<file path="src/rtl/mult_pipe.sv">
// Bubble-collapsing pipelined RV32M multiplier.
// K multiplier bits are consumed per stage; results leave from the last stage.
module mult_pipe #(
  parameter int XLEN       = 32,
  parameter int NUM_STAGES = 4,
  parameter int ROBN_W     = 5,
  parameter int PRN_W      = 6
) (
  input  logic              clock,
  input  logic              reset,
  input  logic              squash,
  input  logic              start,
  output logic              start_ready,
  input  logic [XLEN-1:0]   rs1,
  input  logic [XLEN-1:0]   rs2,
  input  logic [1:0]        func,
  input  logic [ROBN_W-1:0] robn,
  input  logic [PRN_W-1:0]  dest_prn,
  input  logic              avail,
  output logic              done,
  output logic [XLEN-1:0]   result,
  output logic [ROBN_W-1:0] output_robn,
  output logic [PRN_W-1:0]  output_dest_prn
);

  localparam int W = 2 * XLEN;
  localparam int N = NUM_STAGES;
  localparam int K = XLEN / NUM_STAGES;

  logic              vld    [N];
  logic [1:0]        fn_q   [N];
  logic [ROBN_W-1:0] rob_q  [N];
  logic [PRN_W-1:0]  prn_q  [N];
  logic [W-1:0]      mc_q   [N];
  logic [W-1:0]      ml_q   [N];
  logic [W-1:0]      pp_q   [N];
  logic [N-1:0]      go;

  logic         a_sgn;
  logic         b_sgn;
  logic [W-1:0] ext_a;
  logic [W-1:0] ext_b;

  // Widen operands: MULHU is fully unsigned, MULHSU has unsigned rs2.
  always_comb begin
    a_sgn = (func != 2'b11);
    b_sgn = ~func[1];
    ext_a = {{XLEN{a_sgn & rs1[XLEN-1]}}, rs1};
    ext_b = {{XLEN{b_sgn & rs2[XLEN-1]}}, rs2};
  end

  // A stage may load when it is empty or its occupant moves on.
  always_comb begin
    logic g;
    g = ~vld[N-1] | avail;
    go = '0;
    go[N-1] = g;
    for (int s = N - 2; s >= 0; s--) begin
      g = ~vld[s] | g;
      go[s] = g;
    end
  end

  for (genvar s = 0; s < N; s++) begin : g_stage
    logic              v_in;
    logic [1:0]        fn_in;
    logic [ROBN_W-1:0] rob_in;
    logic [PRN_W-1:0]  prn_in;
    logic [W-1:0]      mc_in;
    logic [W-1:0]      ml_in;
    logic [W-1:0]      pp_in;
    logic [W-1:0]      mc_nx;
    logic [W-1:0]      ml_nx;
    logic [W-1:0]      pp_nx;

    if (s == 0) begin : g_head
      // Stage 0 is fed straight from the issue port.
      always_comb begin
        v_in   = start;
        fn_in  = func;
        rob_in = robn;
        prn_in = dest_prn;
        mc_in  = ext_a;
        ml_in  = ext_b;
        pp_in  = '0;
      end
    end else begin : g_body
      // Later stages are fed from the stage in front.
      always_comb begin
        v_in   = vld[s-1];
        fn_in  = fn_q[s-1];
        rob_in = rob_q[s-1];
        prn_in = prn_q[s-1];
        mc_in  = mc_q[s-1];
        ml_in  = ml_q[s-1];
        pp_in  = pp_q[s-1];
      end
    end

    // One K-bit partial product step; the last step also folds in
    // the sign extension of the multiplier above bit XLEN-1, which
    // is all ones or all zeros and so equals -mcand<<XLEN or 0.
    always_comb begin
      mc_nx = mc_in << K;
      ml_nx = ml_in >> K;
      pp_nx = pp_in + mc_in * {{(W-K){1'b0}}, ml_in[K-1:0]};
      if (s == N - 1 && ml_in[K]) begin
        pp_nx = pp_nx - mc_nx;
      end
    end

    // Stage register: valid moves with the advance rule, squash kills.
    always_ff @(posedge clock or negedge reset) begin
      if (!reset) begin
        vld[s]   <= 1'b0;
        fn_q[s]  <= '0;
        rob_q[s] <= '0;
        prn_q[s] <= '0;
        mc_q[s]  <= '0;
        ml_q[s]  <= '0;
        pp_q[s]  <= '0;
      end else begin
        if (squash) begin
          vld[s] <= 1'b0;
        end else if (go[s]) begin
          vld[s] <= v_in;
        end
        if (go[s] && v_in) begin
          fn_q[s]  <= fn_in;
          rob_q[s] <= rob_in;
          prn_q[s] <= prn_in;
          mc_q[s]  <= mc_nx;
          ml_q[s]  <= ml_nx;
          pp_q[s]  <= pp_nx;
        end
      end
    end
  end

  // Present the last stage; MUL takes the low half, the rest the high.
  always_comb begin
    start_ready     = go[0];
    done            = vld[N-1];
    output_robn     = rob_q[N-1];
    output_dest_prn = prn_q[N-1];
    if (fn_q[N-1] == 2'b00) begin
      result = pp_q[N-1][XLEN-1:0];
    end else begin
      result = pp_q[N-1][W-1:XLEN];
    end
  end

endmodule

</file>
<file path="config.mk">
export PLATFORM = sky130hd
export DESIGN_NAME = mult_pipe
export DESIGN_NICKNAME = d
export VERILOG_FILES = /design/src/rtl/mult_pipe.sv
export SDC_FILE = /design/constraint.sdc
export NUM_CORES = 2
export LEC_CHECK = 0
export CORE_AREA = 8 8 525 475
export CTS_BUF_LIST = sky130_fd_sc_hd__clkbuf_16
export DETAILED_ROUTE_END_ITERATION = 7
export DIE_AREA = 0 0 533 483
export MAX_ROUTING_LAYER = met4
export SETUP_SLACK_MARGIN = 0.02
export SLEW_MARGIN = 20
export SYNTH_ARGS = -nofsm -noshare
export SYNTH_HDL_FRONTEND = slang
export SYNTH_SLANG_ARGS = --single-unit
export TNS_END_PERCENT = 10
</file>
<file path="constraint.sdc">
create_clock -name clock -period 11.8 [get_ports clock]
set_input_delay 2.36 -clock clock [delete_from_list [all_inputs] [get_ports clock]]
set_output_delay 2.36 -clock clock [all_outputs]
set_load 0.01 [all_outputs]
</file>
==> run_results.csv <==
group,metric,value,unit
status,status,"finished clean",
synthesis,synth-edff-count,0,
synthesis,synthFlopType,"dfrtp_1",
clock_tree,h-tree-depth,2,
worst_setup_path,timing.critical_path.mode_cell,"a21o_1",
floorplanning,ios,127,
clock_tree,clk_latency,0.66,ns
floorplanning,initial_core_util,0.249,
cells_and_area,drive_gt1_frac,0.0568,
clock_tree,cts_tree,"yes",
clock_tree,cts-resized-gates,0,
worst_setup_path,reg2reg_depth,36,
clock_tree,cts_setup_buffers,0,
synthesis,netlist_top_cells_area,"fa_1 28%, dfrtp_1 18%, ha_1 8.7%, nand2_1 6.7%, and2_1 6.1%",
global_routing,grt_pass1_vias,47900,
worst_setup_path,rr_endpoint,"pp_q[63]",
detailed_routing,dr_total_vias,46000,
clock_tree,cts_root_buf,"clkbuf_16",
detailed_routing,drtIter0Drc,3173,
floorplanning,rows,171,
placed_design,place.gp.congestion,0.918,
worst_hold_path,whs_endpoint,"g_stage[3].fn_in[1]",
synthesis,synth-seq-area-share,0.184,
worst_setup_path,r2r_start,"g_stage[3].ml_in[2]",
synthesis,synth_seq_cells,440,
synthesis,synthesis.area,0.0598,mm2
worst_setup_path,reg2reg_slack,1.45,ns
sta,finalClockSkew,0.0283,ns
detailed_routing,vias_per_cell,4.68,
sta,hold_viol,0,
global_routing,grt-ovfl-total,0,
detailed_routing,wl_per_cell,17.5,um
worst_setup_path,worstPathRequired,12.38,ns
synthesis,synth_fp_nets,7990,
worst_setup_path,cpMaxStageDelayCell,"dfrtp_2",
worst_setup_path,worstSetupEndpointType,"flop",
sta,setup_viol,0,
clock_tree,clk_pin_slew,0.06,ns
cells_and_area,area_delta_synth_final,10.7,%
detailed_routing,drcViolationCount,0,
synthesis,ys_warn_count,0,
sta,report.final.slew_viol_count,0,
sta,fin_tns_setup,0,ns
worst_setup_path,cp_max_fo,34,
global_routing,grt_max_degree,122,
synthesis,synthCells,6663,
floorplanning,die-area,0.257,mm2
synthesis,ys_top_cells_by_count,"1067 x nand2_1, 833 x inv_1, 831 x fa_1, 583 x and2_1, 440 x dfrtp_1",
sta,rsz0062_at_grt,"no",
worst_setup_path,startpoint_type,"flop",
cells_and_area,fillCellCount,25500,
sta,fin_crit,10.35,ns
synthesis,synth.largest_area_cell,"fa_1",
global_routing,grt.total_usage,0.135,
cells_and_area,finalNetCount,7904,
floorplanning,coreArea,0.240,mm2
run,maxCapViolCount,0,
worst_hold_path,hold_path.class,"flop to flop",
detailed_routing,routed.top_layer,"met4",
clock_tree,numCtsBuffers,55,
detailed_routing,first_pass_iters,6,
detailed_routing,drt-met1-wl,87.4,mm
sta,slew_headroom,0.296,
synthesis,ys_types,90,
worst_setup_path,cp_slowest_stage_delay,0.82,ns
worst_setup_path,cp.arrival,10.93,ns
sta,worst_pin_slew,1.03,ns
global_routing,antenna_found_initial,17,
synthesis,yosysTopAreaCellShare,0.278,
worst_setup_path,criticalPathCategory,"flop to flop",
clock_tree,cts_sinks,440,
detailed_routing,ant_nets,0,
detailed_routing,wl_met3,12.8,mm
sta,finalCritPeriodShare,0.877,
worst_hold_path,hold_path.startpoint,"g_stage[2].fn_in[1]",
clock_tree,clk_path_buf_depth,3,
synthesis,synthArstFlopShare,1.00,
floorplanning,die_w,533,um
clock_tree,ctsHoldBuffers,0,
sta,fmax,96.7,MHz
detailed_routing,wl_met2,69.6,mm
global_routing,grt_pass1_wl,275,mm
placed_design,io_buffers,126,
synthesis,avgSynthCellArea,8.98,um2
synthesis,synth.most_common_cell,"nand2_1",
worst_hold_path,whs_path_depth,2,
placed_design,place_hpwl,139,mm
floorplanning,dieHeight,483,um
detailed_routing,totalWireLength,172,mm
-- layout make-up --
class	count	area, um2	area share
antenna	7	17.5	0.000265
timing repair buffer	172	1620	0.0245
inverter	833	3130	0.0472
clock inverter	46	484	0.00731
multi-input combinational	5075	44500	0.673
tap	3200	4000	0.0605
sequential	440	11000	0.166
clock buffer	56	1400	0.0212
-- placed cells by master (no fill, tap or decap), types with 160 or more instances in the layout --
cell type and instances:
a21o_1 160, a21oi_1 289, and2_1 582, dfrtp_1 436, fa_1 831, ha_1 414
inv_1 837, mux2_2 186, nand2_1 1064, nor2_1 169, o21ai_0 330, xnor2_1 193
-- routing by layer --
| metal | GRT usage | up-vias |
|---|---|---|
| met5 | - | - |
| met4 | 0.0212 | 0 |
| met3 | 0.0252 | 143 |
| met2 | 0.190 | 1319 |
| met1 | 0.204 | 23200 |
| li1 | - | 21400 |
-- metrics by stage --
stage               hold WS (ns)  cells  utilization  instance area (um2)  worst slack (ns)
global route               0.477   9828        0.276                66200             0.792
global placement           0.448   9720        0.268                64300              1.19
detailed placement         0.452   9720        0.268                64300              1.25
CTS                        0.467   9822        0.275                66200              1.15
finish                     0.465   9829        0.276                66200              1.45
floorplan                  0.433   6663            -                59800              3.00
-- sequential cells by signal, indices dropped and copies added (netlist names) --
name             flops
g_stage.pp_in      170
g_stage.mc_in       99
pp_q                64
g_stage.ml_in       51
g_stage.prn_in      18
g_stage.rob_in      15
g_stage.fn_in        6
output_dest_prn      6
output_robn          5
g_stage.v_in         3
fn_q                 2
done                 1
-- critical path, delay by kind of cell, from the launching register on --
| family | cells | cell delay (ns) |
|---|---|---|
| AOI/OAI and AO/OA | 15 | 3.80 |
| and+or+nand+nor | 9 | 1.80 |
| muxes | 1 | 0.24 |
| buffers and inverters | 2 | 0.12 |
| adders and majority gates | 7 | 2.99 |
| DFF | 1 | 0.82 |
| xor gates and xnor gates | 2 | 0.46 |
-- logic make-up (layout without fill, tap and decap cells) --
| group | count (synthesis) | in the layout | share of synthesized area |
|---|---|---|---|
| AOI/OAI and AO/OA | 1141 | 1141 | 0.121 |
| xor gates and xnor gates | 293 | 293 | 0.0432 |
| adders and majority gates | 1245 | 1245 | 0.365 |
| buffers and inverters | 1148 | 1107 | 0.0722 |
| DFF | 440 | 440 | 0.184 |
| muxes | 213 | 213 | 0.0396 |
| other | 0 | 7 | 0 |
| and+or+nand+nor | 2183 | 2183 | 0.175 |
-- how the worst max path moves through the flow --
stage                              startpoint        to  cells after the start
after detailed placement  g_stage[3].ml_in[2]  pp_q[63]                     36
after global placement    g_stage[3].ml_in[4]  pp_q[63]                     36
after floorplan           g_stage[3].ml_in[5]  pp_q[63]                     39
after CTS                 g_stage[3].ml_in[2]  pp_q[63]                     36
after global routing      g_stage[3].ml_in[4]  pp_q[63]                     37
final                     g_stage[3].ml_in[2]  pp_q[63]                     36
Power is not shown: default switching activity piles up to over one toggle a cycle in this logic, so the estimate is an artifact.
